## src/rtl/load_store_unit.sv

```systemverilog
// ---------------------------------------------------------------------------
// load_store_unit
//   Bridges the execute stage to a word-wide data memory for RV32I loads and
//   stores (LB/LH/LW/LBU/LHU, SB/SH/SW). One request is taken per handshake.
//   Stores are read-modify-write: the word is read, the addressed lanes are
//   merged with the store data, and the whole word is written back. Illegal
//   or misaligned requests return an error and never touch memory.
//
// Ports
//   clk, rst_n        clock, asynchronous active-low reset
//   req_valid/ready   request handshake (ready only while idle)
//   req_we            1 = store, 0 = load
//   req_funct3        RV32I funct3
//   req_addr          byte address; upper bits alias
//   req_wdata         store data
//   rsp_valid         one-cycle response pulse
//   rsp_rdata         extended load data (0 for stores/errors)
//   rsp_err           illegal/misaligned request flag
//   mem_addr          word address to memory
//   mem_wdata         merged word for the write
//   mem_str           write strobe, one cycle per store
//   mem_byte_mask     lane of the access (low address bits, size-aligned)
//   mem_rdata         combinational read data for mem_addr
// ---------------------------------------------------------------------------
module load_store_unit #(
  parameter int ADDR_W = 12
) (
  input  logic              clk,
  input  logic              rst_n,
  input  logic              req_valid,
  output logic              req_ready,
  input  logic              req_we,
  input  logic [2:0]        req_funct3,
  input  logic [31:0]       req_addr,
  input  logic [31:0]       req_wdata,
  output logic              rsp_valid,
  output logic [31:0]       rsp_rdata,
  output logic              rsp_err,
  output logic [ADDR_W-1:0] mem_addr,
  output logic [31:0]       mem_wdata,
  output logic              mem_str,
  output logic [1:0]        mem_byte_mask,
  input  logic [31:0]       mem_rdata
);

  typedef enum logic [1:0] {IDLE, RD, WR, RSP} state_t;

  state_t      state;
  logic        we_q;
  logic [2:0]  f3_q;
  logic [1:0]  lane_q;
  logic [31:0] wdata_q;

  // Upper address bits alias onto the memory and are deliberately ignored.
  logic unused_addr_bits;
  assign unused_addr_bits = ^req_addr[31:ADDR_W+2];

  function automatic logic is_illegal(input logic we, input logic [2:0] f3,
                                      input logic [1:0] a);
    logic bad_f3;
    if (we) bad_f3 = (f3 >= 3'b011);
    else    bad_f3 = (f3 == 3'b011) || (f3 == 3'b110) || (f3 == 3'b111);
    return bad_f3 || ((f3[1:0] == 2'b01) && a[0]) ||
           ((f3[1:0] == 2'b10) && (a != 2'b00));
  endfunction

  function automatic logic [1:0] lane_mask(input logic [2:0] f3,
                                           input logic [1:0] a);
    case (f3[1:0])
      2'b00:   return a;
      2'b01:   return {a[1], 1'b0};
      default: return 2'b00;
    endcase
  endfunction

  function automatic logic [31:0] load_extend(input logic [2:0] f3,
                                              input logic [1:0] a,
                                              input logic [31:0] word);
    logic signed [7:0]  b;
    logic signed [15:0] h;
    b = word[{a, 3'b000} +: 8];
    h = a[1] ? word[31:16] : word[15:0];
    case (f3)
      3'b000:  return 32'(b);             // LB: signed cast sign-extends
      3'b001:  return 32'(h);             // LH
      3'b100:  return {24'h0, b};         // LBU
      3'b101:  return {16'h0, h};         // LHU
      default: return word;               // LW
    endcase
  endfunction

  function automatic logic [31:0] store_merge(input logic [2:0] f3,
                                              input logic [1:0] a,
                                              input logic [31:0] old,
                                              input logic [31:0] wd);
    logic [31:0] m;
    m = old;
    case (f3[1:0])
      2'b00: m[{a, 3'b000} +: 8] = wd[7:0];
      2'b01: if (a[1]) m[31:16] = wd[15:0];
             else      m[15:0]  = wd[15:0];
      default: m = wd;
    endcase
    return m;
  endfunction

  // Every output is a register, so mem_str cannot glitch. The read word is
  // consumed at the RD edge (merged or extended straight into the output
  // registers), which makes a separate copy of it unnecessary.
  always_ff @(posedge clk or negedge rst_n) begin
    if (!rst_n) begin
      state         <= IDLE;
      we_q          <= 1'b0;
      f3_q          <= 3'b000;
      lane_q        <= 2'b00;
      wdata_q       <= 32'h0;
      req_ready     <= 1'b1;
      rsp_valid     <= 1'b0;
      rsp_err       <= 1'b0;
      rsp_rdata     <= 32'h0;
      mem_addr      <= '0;
      mem_wdata     <= 32'h0;
      mem_str       <= 1'b0;
      mem_byte_mask <= 2'b00;
    end else begin
      case (state)
        // accept edge
        IDLE: begin
          if (req_valid) begin
            we_q      <= req_we;
            f3_q      <= req_funct3;
            lane_q    <= req_addr[1:0];
            wdata_q   <= req_wdata;
            req_ready <= 1'b0;
            if (is_illegal(req_we, req_funct3, req_addr[1:0])) begin
              rsp_valid <= 1'b1;
              rsp_err   <= 1'b1;
              rsp_rdata <= 32'h0;
              state     <= RSP;
            end else begin
              mem_addr      <= req_addr[ADDR_W+1:2];
              mem_byte_mask <= lane_mask(req_funct3, req_addr[1:0]);
              state         <= RD;
            end
          end
        end
        // read edge: memory word is sampled here
        RD: begin
          if (we_q) begin
            mem_wdata <= store_merge(f3_q, lane_q, mem_rdata, wdata_q);
            mem_str   <= 1'b1;
            state     <= WR;
          end else begin
            rsp_rdata <= load_extend(f3_q, lane_q, mem_rdata);
            rsp_err   <= 1'b0;
            rsp_valid <= 1'b1;
            state     <= RSP;
          end
        end
        // write edge: memory commits mem_wdata here
        WR: begin
          mem_str   <= 1'b0;
          rsp_rdata <= 32'h0;
          rsp_err   <= 1'b0;
          rsp_valid <= 1'b1;
          state     <= RSP;
        end
        // response edge
        RSP: begin
          rsp_valid <= 1'b0;
          rsp_err   <= 1'b0;
          rsp_rdata <= 32'h0;
          req_ready <= 1'b1;
          state     <= IDLE;
        end
        default: state <= IDLE;
      endcase
    end
  end

endmodule

```

## config.mk

```make
export PLATFORM = sky130hd
export DESIGN_NAME = load_store_unit
export DESIGN_NICKNAME = d
export VERILOG_FILES = /design/src/rtl/load_store_unit.sv
export SDC_FILE = /design/constraint.sdc
export NUM_CORES = 1
export LEC_CHECK = 0
export BUFFER_PORTS_ARGS = -buffer_cell sky130_fd_sc_hd__clkbuf_2
export CELL_PAD_IN_SITES_DETAIL_PLACEMENT = 0
export CELL_PAD_IN_SITES_GLOBAL_PLACEMENT = 1
export CORE_ASPECT_RATIO = 0.7
export CORE_MARGIN = 2
export CORE_UTILIZATION = 30
export CTS_BUF_LIST = sky130_fd_sc_hd__clkbuf_8
export DETAILED_ROUTE_END_ITERATION = 6
export PLACE_DENSITY_LB_ADDON = 0.15
export RECOVER_POWER = 25
export SLEW_MARGIN = 20
export SYNTH_ARGS = -nofsm -noshare
export SYNTH_HDL_FRONTEND = slang
export SYNTH_SLANG_ARGS = --single-unit
```

## constraint.sdc

```tcl
create_clock -name clk -period 6.42 [get_ports clk]
set_clock_uncertainty 0.15 [all_clocks]
set_input_delay 0.963 -clock clk [delete_from_list [all_inputs] [get_ports clk]]
set_output_delay 0.963 -clock clk [all_outputs]
set_load 0.01 [all_outputs]
```

After elaboration in Yosys (flattened, before gate mapping)

Cells that the tools add are included.

Bits in registers: 122

Reduce and logical (&&, ||, !) cells: 20
$lt $le $gt $ge: 1
Bitwise gates (word level): 1
Multiplexer cells: 28
Equal/unequal tests: 16
Shift operators: 3
Add/sub/neg operators: 1

Operators by type and width:

| kind                     | count |
|---|---|
| $pmux W32 S4             | 1 |
| $mux W32                 | 3 |
| $pmux W32 S3             | 1 |
| $pmux W32 S2             | 1 |
| $mux W16                 | 3 |
| $bwmux W32               | 1 |
| $shift A8 B7 Y32 const A | 1 |
| $shiftx A32 B6 Y8        | 1 |
| $shiftx A8 B7 Y32        | 1 |
| $eq A3 B3 Y1 const B     | 4 |
| $mux W1                  | 10 |
| $ne A2 B2 Y1 const B     | 4 |
| $pmux W2 S4              | 1 |
| $reduce_and A2 Y1        | 4 |
| $neg A5 Y7               | 1 |
| $eq A2 B1 Y1 const B     | 3 |
| $eq A2 B2 Y1 const B     | 3 |
| $logic_not A2 Y1         | 3 |
| $reduce_and A3 Y1        | 2 |
| $reduce_bool A2 Y1       | 3 |
| $logic_or A1 B1 Y1       | 4 |
| $mux W2                  | 2 |
| $pmux W1 S2              | 2 |
| $pmux W1 S4              | 1 |
| other kinds (9)          | 10 |

Logic depth before layout (Yosys ltp)

Gate-level depths: netlist of the first run.

Depth in word-level cells: 11
Depth in mapped cells: 8

Least setup slack after synthesis of the first run

Ideal clock, no wire load.

Kind: reg-to-reg
Start: register lane_q[1]
End: register mem_wdata[14]
Cell stages (with the launch flop): 9
Buffers on the path: 2
Data required time: 6138 ps
Library setup time: 132 ps
Data arrival time: 2070 ps
Path slack: 4068 ps
Cell sequence: dfrtp_1 > inv_2 > clkbuf_1 > ha_1 > and4b_1 > clkbuf_1 > a22o_1 > a222oi_1 > o21ai_1

Longest elaborated chain between the ends: 4
Elaborated cells between the ends (all ways): 6
Classes of those cells: add/sub: 1; shift: 2; mux: 3

RTL lines:

| what                                                  | RTL line | source |
|---|---|---|
| start: declaration                                    | 51       | `logic [1:0] lane_q;` |
| start signal: assignment                              | 132      | `lane_q <= req_addr[1:0];` |
| $neg A5 Y7                                            | 99       | `2'b00: m[{a, 3'b000} +: 8] = wd[7:0];` |
| $shiftx A8 B7 Y32 or $shift A8 B7 Y32 (tied branches) | 99       |  |
| $bwmux W32                                            | 99       |  |
| $pmux W32 S2 (*)                                      | 98       | `case (f3[1:0])` |
| end signal: assignment                                | 150      | `mem_wdata <= store_merge(f3_q, lane_q, mem_rdata, wdata_q);` |
| end: declaration                                      | 40       | `output logic [31:0] mem_wdata,` |

Every way passes the cells marked *; elsewhere a longest branch is shown, timed or not.
A chain may end at the register's enable or synchronous reset.

==> results.py, run 1 <==
metrics = {
    "clocking": {
        "clockBufferDepth": 2,
        "cts_tree": "built",
        "clockRootBuffer": "clkbuf_8",
        "cts_resized": 0,
        "numCtsBuffers": 17,
        "insertion_delay_ps": 450,
        "hold_buffers": 0,
        "h-tree-depth": 4,
        "post_cts_buffers": 0,
        "cts_sinks": 122,
        "path_clk_slew_ps": 80,
    },
    "timing": {
        "worstMarginPinSlew_ps": 2630,
        "rsz0062_at_grt": "no",
        "post-route-worst-setup-slack_ps": 3170,
        "period_share": 0.507,
        "setup_violations": 0,
        "min_period_ps": 3250,
        "fin_setup_tns_ps": 0,
        "hold_violations": 0,
        "fmax_mhz": 307,
        "whs_ps": 332,
        "final_max_slew_viol_count": 48,
        "slew_headroom": -0.750,
    },
    "logic_synthesis": {
        "synth_compound_area_frac": 0.220,
        "synth-seq-cells": 122,
        "synth_cells": 564,
        "synth_top_area_cell": "dfrtp_1",
        "synth_fp_nets": 676,
        "synth.top_cell.area_share": 0.490,
        "synth_edf_count": 0,
        "muxShareOfSynthArea": 0.112,
        "ys_warn_count": 0,
        "async_flop_share": 1.00,
        "seq_area_frac_synth": 0.495,
        "synth-simple-area-share": 0.118,
        "synth.distinct_cells": 59,
        "synthTopCellsByArea": "dfrtp_1 (49%), mux2_2 (7.7%), a22o_1 (5.5%)",
        "yosysMostFrequentCell": "dfrtp_1",
        "synth_common_cells": "dfrtp_1 (121), nand2_1 (48), nor2_1 (48)",
        "yosys.area_share.xor_xnor": 0,
        "synthAdderAreaFrac": 0.0182,
        "synth_top_family_by_area": "compound AO/OA/AOI/OAI gates",
        "netlist_area_sq_um": 6170,
        "synthFlopType": "dfrtp_1",
        "syn_area_per_cell_sq_um": 10.9,
    },
    "placed_design": {
        "dp.cells": 965,
        "dp_hpwl_microns": 15200,
        "post-place-ws_ps": 3260,
        "port_buffers": 166,
        "place.gp.congestion": 0.824,
    },
    "status": {
        "violations": "capacitance limit, slew limit",
        "status": "complete, but fails checks",
    },
    "worst_setup_path": {
        "path_cells": "clkbuf_1 > buf_6",
        "cp-start-kind": "primary input",
        "path_buf_inv": 2,
        "startpoint": "rst_n",
        "worst_path_max_delay_cell": "clkbuf_1",
        "worstSetupEndpointType": "asynchronous set/reset pin",
        "cpPeakStageDelay_ps": 1820,
        "crit_arrival_ps": 3560,
        "critPathMaxFanout": 76,
        "worstReg2RegStart": "lane_q[1]",
        "required_ps": 6730,
        "path_delay_family": "buffers and inverters",
        "critical_path_class": "in2async",
    },
    "pwr": {
        "finalPower_mw": 3.95,
        "leakage_nw": 3.47,
        "powerDensity_nw_per_um2": 520,
        "irDropWorstVdd_mv": 0.165,
    },
    "route": {
        "vias": 5338,
        "dr.pass1.iters": 6,
        "totalWireLength_microns": 21600,
        "wl_per_cell_microns": 21.6,
        "vias_per_cell": 5.35,
        "drcViolationCount": 0,
        "ant_nets": 0,
        "drt-initial-drc-count": 430,
    },
    "grt": {
        "grtUsageTotal": 0.202,
        "grt_start_max_net_pins": 77,
        "antenna_found_initial": 3,
        "grt_pass1_vias": 5231,
        "grt_first_pass_wirelength_microns": 32400,
        "grt_remaining_overflow": 0,
    },
    "worst_hold_path": {
        "hp-class": "reg2reg",
        "worstHoldStart": "rsp_rdata[0]",
    },
    "floorplanning": {
        "num_rows": 43,
        "dieArea_sq_um": 21800,
        "io_pins": 185,
        "die_h_microns": 124,
        "fp.dieW_microns": 175,
        "core_area_sq_um": 20000,
        "start_util": 0.309,
    },
    "cells_and_area": {
        "num_antenna_cells": 0,
        "nNetsFinal": 826,
        "layout.cells.non_filler": 997,
        "area_growth_pct": 23.2,
        "final_layout_size_suffix_gt1_frac": 0.366,
    },
    "job": {
        "cap_viol_max_count": 1,
    },
}
==> placed cells by master (no fill, tap or decap), types with 3 or more instances in the layout <==
cell type / count
a31oi_1: 13
clkinvlp_4: 5
dfrtp_1: 120
a22o_1: 39
buf_4: 3
and3b_1: 8
nand2_1: 48
mux2_2: 42
a21boi_1: 8
o31ai_1: 7
nand2b_1: 19
a221oi_1: 23
nor2_1: 48
clkinv_2: 3
mux2_4: 8
or3_1: 7
ha_1: 9
nor2b_1: 4
a21oi_1: 18
mux2_1: 5
o21ai_1: 12
a211o_1: 7
a221o_1: 5
a22oi_1: 7
inv_1: 11
o21ai_0: 21
clkbuf_2: 164
clkbuf_8: 19
==> layer usage <==
layer / up-vias / wire length (microns) / track usage
met1: 2706 / 10600 / 0.300
met3: 11 / 1660 / 0.0537
met4: 0 / 177 / 0.0449
li1: 2395 / - / -
met5: - / 0 / 0
met2: 226 / 9070 / 0.292
==> report_power, final <==
part	internal (mW)	switching (mW)	total (mW)	leakage, nW
Combinational	0.765	0.996	1.76	1.79
Sequential	1.14	0.369	1.51	1.48
Clock	0.360	0.327	0.688	0.192
Total	2.26	1.69	3.95	3.47
==> final cells by class <==
cell class | instances | area, sq um
Fill cell | 2025 | 12400
Multi-Input combinational cell | 392 | 2900
Clock inverter | 13 | 129
Tap cell | 270 | 338
Clock buffer | 19 | 262
Timing Repair Buffer | 171 | 890
Sequential cell | 122 | 3060
Inverter | 10 | 37.5
==> logic make-up (layout without fill, tap and decap cells) <==
group                      Yosys count  after routing
adders and majority gates            9              9
buffers and inverters               50            213
DFF                                122            122
AOI/OAI and AO/OA                  177            177
and+or+nand+nor                    148            148
muxes                               58             58
==> worst paths after layout <==
kind	endpoint	slack (ps)	depth (start not counted)
max	f3_q[0]	3170	2
min	rsp_rdata[0]	330	2
max reg2reg	mem_wdata[29]	3210	6
min reg2reg	rsp_rdata[0]	330	2
max in group clk	mem_wdata[29]	3210	6
min in group asynchronous	mem_addr[11]	1180	1
==> sequential cells by signal (all words and copies together) (netlist names) <==
signal,flops
mem_wdata,32
rsp_rdata,32
wdata_q,32
mem_addr,12
f3_q,3
lane_q,2
mem_byte_mask,2
state,2
mem_str,1
req_ready,1
rsp_err,1
rsp_valid,1
we_q,1
==> metrics by stage <==
| stage | instance area (sq um) | util |
|---|---|---|
| after global placement | 7190 | 0.359 |
| final | 7610 | 0.380 |
| after floorplan | 6170 | - |
| after global routing | 7610 | 0.380 |
| after CTS | 7610 | 0.380 |
| after detailed placement | 7220 | 0.361 |
Note: power is estimated with default switching activity, not from simulation.
==> run 2: changes to the inputs <==
--- a/config.mk
+++ b/config.mk
@@ -5,6 +5,7 @@
 export SDC_FILE = /design/constraint.sdc
 export NUM_CORES = 1
 export LEC_CHECK = 0
+export ABC_AREA = 1
 export BUFFER_PORTS_ARGS = -buffer_cell sky130_fd_sc_hd__clkbuf_2
 export CELL_PAD_IN_SITES_DETAIL_PLACEMENT = 0
 export CELL_PAD_IN_SITES_GLOBAL_PLACEMENT = 1
==> constraint.sdc (replaced) <==
create_clock -name clk -period 2.9 [get_ports clk]
set_clock_uncertainty 0.15 [all_clocks]
set_input_delay 0.435 -clock clk [delete_from_list [all_inputs] [get_ports clk]]
set_output_delay 0.435 -clock clk [all_outputs]
set_load 0.01 [all_outputs]
==> run 2 against run 1 <==
  * Power grew 140%
  * Clock power rose to 2.7 times the previous value
  * Die area increased by 5.5%
  * Wire length grew 8.1%
  * Synthesized area increased by 5.6%
  * Hold slack got worse by 320 ps
  * Final cell count is 33% higher
  * The run now ends clean
  * Critical path type is now reg2reg
  * Non-clock buffer count is 16 higher
==> results.py, run 2 <==
metrics = {
    "worst_setup_path": {
        "cpPeakStageDelay_ps": 460,
        "critical_path_class": "reg2reg",
        "path_delay_family": "simple AND/OR/NAND/NOR gates",
        "path_buf_inv": 3,
        "worstSetupEndpointType": "flop",
        "cpMostUsedCell": "inv_2",
        "path_cells": "inv_1 > ha_1 > nand2_4 > inv_2 > nor2_1 > inv_2 > nand2_2 > nand3_1 > nand2_1",
        "cp-start-kind": "flop",
        "critPathMaxFanout": 34,
        "worst_path_max_delay_cell": "nand2_2",
        "crit_arrival_ps": 2580,
        "required_ps": 3140,
    },
    "logic_synthesis": {
        "muxShareOfSynthArea": 0,
        "synth-seq-cells": 122,
        "async_flop_share": 1.00,
        "synth_fp_nets": 986,
        "synth_top_area_cell": "dfrtp_1",
        "synth_edf_count": 0,
        "synth-simple-area-share": 0.278,
        "synthFlopType": "dfrtp_1",
        "yosysMostFrequentCell": "nand2_1",
        "seq_area_frac_synth": 0.468,
        "synthTopCellsByArea": "dfrtp_1 (46%), nand2_1 (15%), a21oi_1 (7.0%)",
        "synth.top_cell.area_share": 0.464,
        "synth_common_cells": "nand2_1 (253), dfrtp_1 (121), a21oi_1 (91)",
        "synth.distinct_cells": 34,
        "synth_cells": 874,
        "synth_top_family_by_area": "simple AND/OR/NAND/NOR gates",
        "syn_area_per_cell_sq_um": 7.46,
        "synth_compound_area_frac": 0.159,
        "ys_warn_count": 0,
        "yosys.area_share.xor_xnor": 0,
        "synthAdderAreaFrac": 0.0173,
        "netlist_area_sq_um": 6520,
    },
    "route": {
        "met1_length_microns": 12200,
        "ant_nets": 0,
        "drcViolationCount": 0,
        "totalWireLength_microns": 23300,
        "top_layer": "met4",
        "drt-initial-drc-count": 380,
        "vias": 6482,
        "vias_per_cell": 4.89,
        "wl_per_cell_microns": 17.6,
        "wl_met3_microns": 1430,
        "wl_met2_microns": 9500,
        "dr.pass1.iters": 5,
    },
    "clocking": {
        "insertion_delay_ps": 460,
        "path_clk_slew_ps": 80,
        "h-tree-depth": 4,
        "cts_sinks": 122,
        "cts_tree": "built",
        "clockBufferDepth": 2,
        "clockRootBuffer": "clkbuf_8",
        "numCtsBuffers": 17,
    },
    "floorplanning": {
        "dieArea_sq_um": 23000,
        "core_area_sq_um": 21500,
        "start_util": 0.303,
        "die_h_microns": 127,
        "num_rows": 45,
        "io_pins": 185,
        "fp.dieW_microns": 180,
    },
    "worst_hold_path": {
        "hp-class": "in2reg",
    },
    "grt": {
        "grtUsageTotal": 0.208,
        "grt_remaining_overflow": 0,
        "grt_start_max_net_pins": 71,
        "grt_first_pass_wirelength_microns": 36400,
        "antenna_found_initial": 0,
        "grt_pass1_vias": 6198,
    },
    "job": {
        "cap_viol_max_count": 0,
    },
    "cells_and_area": {
        "layout_commonest_cell": "nand2_1",
        "area_growth_pct": 24.6,
        "num_antenna_cells": 0,
        "nFillCells": 2379,
        "final_cell_mix": "nand2_1 (253), clkbuf_2 (166), dfrtp_1 (121)",
        "reg_top3": "mem_wdata x32, rsp_rdata x32, wdata_q x32",
        "final_layout_size_suffix_gt1_frac": 0.227,
        "nNetsFinal": 1143,
    },
    "placed_design": {
        "dp_hpwl_microns": 17600,
        "place.gp.congestion": 0.906,
        "post-place-ws_ps": 584,
        "port_buffers": 166,
    },
    "pwr": {
        "powerDensity_nw_per_um2": 1170,
        "leakage_nw": 4.31,
        "p_int_mw": 5.13,
        "irDropWorstVdd_mv": 0.405,
        "swShare": 0.459,
        "combPwrFrac": 0.474,
        "clkPwrFrac": 0.195,
        "finalPower_mw": 9.49,
        "p_sw_mw": 4.36,
        "pwr-share-seq": 0.330,
    },
    "timing": {
        "min_period_ps": 2340,
        "fin_setup_tns_ps": 0,
        "worstMarginPinSlew_ps": 1090,
        "period_share": 0.807,
        "slew_headroom": 0.275,
        "setup_violations": 0,
        "fmax_mhz": 427,
        "hold_violations": 0,
        "rsz0062_at_grt": "no",
        "final_max_slew_viol_count": 0,
        "post-route-worst-setup-slack_ps": 558,
    },
    "status": {
        "status": "finished clean",
    },
}
==> run 2: final timing paths <==
path                               start           end  slack [ps]  cells after the start
max in group asynchronous          rst_n      state[0]         740                      3
max reg2reg                     state[1]  rsp_rdata[7]         560                      9
min                        req_wdata[12]   wdata_q[12]          20                      3
min in group asynchronous          rst_n  mem_wdata[7]         350                      2
max                             state[1]  rsp_rdata[7]         560                      9
min reg2reg                  wdata_q[28]   wdata_q[28]         340                      2
==> run 2: timing repair <==
item,CTS,global route
resized for setup,0,0
buffers inserted,0,0
endpoints found under the hold margin,24,0
hold buffers,7,0
==> run 2: metal layers <==
metal	track usage	vias to the layer above
li1	-	3167
met1	0.325	3114
met2	0.290	188
met3	0.0479	13
met4	0.0427	0
met5	0	-
==> run 2: worst reg2reg max path, stage by stage (launching register included) <==
cell	delay, ps
dfrtp_1	430
inv_1	90
ha_1	360
nand2_4	120
inv_2	60
nor2_1	150
inv_2	60
nand2_2	460
nand3_1	280
nand2_1	110
==> run 2: power groups by stage <==
stage	Clock [mW]	Combinational (mW)	Sequential, mW
floorplan	0	2.82	3.18
global placement	0	4.50	3.16
detailed placement	0	4.50	3.17
CTS	1.89	4.54	3.14
global route	1.98	5.13	3.23
finish	1.85	4.50	3.14
==> run 2: kinds of logic after synthesis <==
logic type | count (synthesis)
simple gates | 425
compound gates | 198
flops | 122
buf+inv | 120
fa+ha+maj | 9
==> run 2: per-stage QoR <==
| step | hold WS, ps | area, sq um | std cells | utilization |
|---|---|---|---|---|
| final | 15.2 | 8130 | 1326 | 0.378 |
| after global routing | 2.49 | 8130 | 1326 | 0.378 |
| after CTS | 2.34 | 8150 | 1326 | 0.379 |
| after detailed placement | 144 | 7600 | 1287 | 0.353 |
| after global placement | 148 | 7600 | 1287 | 0.353 |
| after floorplan | -10.6 | 6520 | 874 | - |
==> run 2: area by class of cell <==
class / instances / area [sq um] / share of cell area
Sequential cell: 122 / 3050 / 0.376
Clock buffer: 18 / 248 / 0.0305
Timing Repair Buffer: 187 / 1010 / 0.125
Clock inverter: 14 / 230 / 0.0283
Inverter: 71 / 267 / 0.0328
Multi-Input combinational cell: 632 / 2960 / 0.365
Tap cell: 282 / 353 / 0.0434
==> run 3: changes to the inputs <==
--- a/config.mk
+++ b/config.mk
@@ -5,7 +5,7 @@
 export SDC_FILE = /design/constraint.sdc
 export NUM_CORES = 1
 export LEC_CHECK = 0
-export ABC_AREA = 1
+export ABC_AREA = 0
 export BUFFER_PORTS_ARGS = -buffer_cell sky130_fd_sc_hd__clkbuf_2
 export CELL_PAD_IN_SITES_DETAIL_PLACEMENT = 0
 export CELL_PAD_IN_SITES_GLOBAL_PLACEMENT = 1
==> constraint.sdc (replaced) <==
create_clock -name clk -period 2.3 [get_ports clk]
set_clock_uncertainty 0.15 [all_clocks]
set_input_delay 0.345 -clock clk [delete_from_list [all_inputs] [get_ports clk]]
set_output_delay 0.345 -clock clk [all_outputs]
set_load 0.01 [all_outputs]
==> run 3 against run 2 <==
  * Combinational power grew 22%
  * Critical endpoint is now mem_wdata[6]
  * First-iteration DRC count did not move
  * Power up 20%
  * Flip-flop and latch count unchanged
  * Count of clock-buffer cells in the layout grew 1
  * Die area is 5.2% lower
  * Non-clock buffer count increased by 57
  * Fmax grew 7.3%
  * Clock power is 4% higher
  * Critical path type unchanged
==> results.py, run 3 (same netlist as run 1, synthesis figures left out) <==
metrics = {
    "worst_hold_path": {
        "hp-class": "in2reg",
    },
    "floorplanning": {
        "core_area_sq_um": 20000,
        "dieArea_sq_um": 21800,
        "die_h_microns": 124,
        "fp.dieW_microns": 175,
        "start_util": 0.309,
        "io_pins": 185,
        "num_rows": 43,
    },
    "placed_design": {
        "post-place-ws_ps": 161,
        "port_buffers": 166,
        "dp_hpwl_microns": 16100,
        "place.gp.congestion": 0.842,
    },
    "pwr": {
        "leakage_nw": 3.80,
        "irDropWorstVdd_mv": 0.487,
        "swShare": 0.421,
        "combPwrFrac": 0.479,
        "clkPwrFrac": 0.169,
        "powerDensity_nw_per_um2": 1380,
        "p_int_mw": 6.62,
        "pwr-share-seq": 0.352,
        "p_sw_mw": 4.81,
    },
    "grt": {
        "grt_pass1_vias": 5593,
        "grt_first_pass_wirelength_microns": 33600,
        "antenna_found_initial": 1,
        "grt_start_max_net_pins": 43,
        "grt_remaining_overflow": 0,
        "grtUsageTotal": 0.207,
    },
    "cells_and_area": {
        "nNetsFinal": 899,
        "final_cell_mix": "clkbuf_2 (166), dfrtp_1 (121), nor2_1 (48), nand2_1 (48), dlygate4sd3_1 (45)",
        "final_layout_size_suffix_gt1_frac": 0.367,
        "area_growth_pct": 34.0,
        "layout_commonest_cell": "clkbuf_2",
        "num_antenna_cells": 0,
        "reg_top3": "mem_wdata x32, rsp_rdata x32, wdata_q x32",
    },
    "clocking": {
        "h-tree-depth": 4,
        "cts_tree": "built",
        "numCtsBuffers": 17,
        "clockRootBuffer": "clkbuf_8",
        "cts_sinks": 122,
        "insertion_delay_ps": 440,
        "path_clk_slew_ps": 80,
        "cts_resized": 0,
        "clockBufferDepth": 2,
    },
    "timing": {
        "fmax_mhz": 458,
        "rsz0062_at_grt": "no",
        "setup_violations": 0,
        "min_period_ps": 2180,
        "hold_violations": 0,
        "final_max_slew_viol_count": 0,
        "period_share": 0.948,
        "fin_setup_tns_ps": 0,
        "slew_headroom": 0.384,
        "post-route-worst-setup-slack_ps": 118,
        "whs_ps": 23.9,
        "worstMarginPinSlew_ps": 925,
    },
    "route": {
        "dr.pass1.iters": 4,
        "drt-initial-drc-count": 380,
        "vias_per_cell": 5.21,
        "ant_nets": 0,
        "wl_per_cell_microns": 20.9,
        "drcViolationCount": 0,
        "vias": 5566,
        "totalWireLength_microns": 22300,
    },
    "worst_setup_path": {
        "worstSetupEndpointType": "flop",
        "critical_path_class": "reg2reg",
        "path_delay_family": "buffers and inverters",
        "required_ps": 2480,
        "cpPeakStageDelay_ps": 410,
        "critPathMaxFanout": 19,
        "crit_arrival_ps": 2360,
        "cp-start-kind": "flop",
        "path_cells": "inv_1 > ha_1 > nand2_1 > buf_4 > a221oi_1 > nor2_1",
        "worst_path_max_delay_cell": "dfrtp_1",
        "path_buf_inv": 2,
    },
    "status": {
        "status": "finished clean",
    },
    "job": {
        "cap_viol_max_count": 0,
    },
}
run 3: layer usage:
| metal | GRT usage | routed length (microns) | vias up | part of all wire |
|---|---|---|---|---|
| met5 | 0 | 0 | - | 0 |
| met4 | 0.0403 | 148 | 0 | 0.0066 |
| met3 | 0.0662 | 1850 | 11 | 0.083 |
| met2 | 0.299 | 9330 | 236 | 0.42 |
| met1 | 0.304 | 11000 | 2778 | 0.49 |
| li1 | - | - | 2541 | - |
run 3: metrics by stage:
stage / utilization / total power, mW / instance area (sq um) / cells
2_1_floorplan: - / 7.21 / 6180 / 564
3_3_place_gp: 0.373 / 9.37 / 7460 / 993
3_5_place_dp: 0.373 / 9.48 / 7460 / 993
4_1_cts: 0.415 / 11.5 / 8300 / 1068
5_1_grt: 0.413 / 12.2 / 8270 / 1068
6_report: 0.413 / 11.4 / 8270 / 1068
run 3: final timing paths:
kind	from	to	slack [ps]	cells past startpoint
max	state[1]	mem_wdata[6]	120	6
min	req_funct3[1]	mem_byte_mask[0]	20	2
max reg2reg	state[1]	mem_wdata[6]	120	6
min reg2reg	rsp_rdata[8]	rsp_rdata[8]	350	2
max in group asynchronous	rst_n	rsp_rdata[20]	450	3
min in group asynchronous	rst_n	mem_addr[9]	410	2
run 3: repair_timing:
action,in CTS,in global routing
hold buffers,45,0
hold endpoints to repair,74,0
setup buffers,0,0
run 3: worst reg2reg max path, stage by stage (launching register included):
cell and delay (ps):
dfrtp_1 410, inv_1 110, ha_1 260, nand2_1 370, buf_4 350, a221oi_1 340
nor2_1 70
run 3: area by class of cell:
class                   count  area, sq um
clock buffers              19          262
clock inverters            11          124
fillers                  2018        11700
inverters                  10         37.5
multi-input cells         392         2890
flip-flops and latches    122         3050
well taps                 270          338
repair buffers            244         1570
run 3: power groups by stage:
stage	registers (mW)	clock network [mW]	logic, mW
global placement	4.04	0	5.33
CTS	4.04	1.97	5.50
floorplan	4.09	0	3.12
finish	4.03	1.93	5.47
detailed placement	4.07	0	5.41
global route	4.15	2.07	6.01
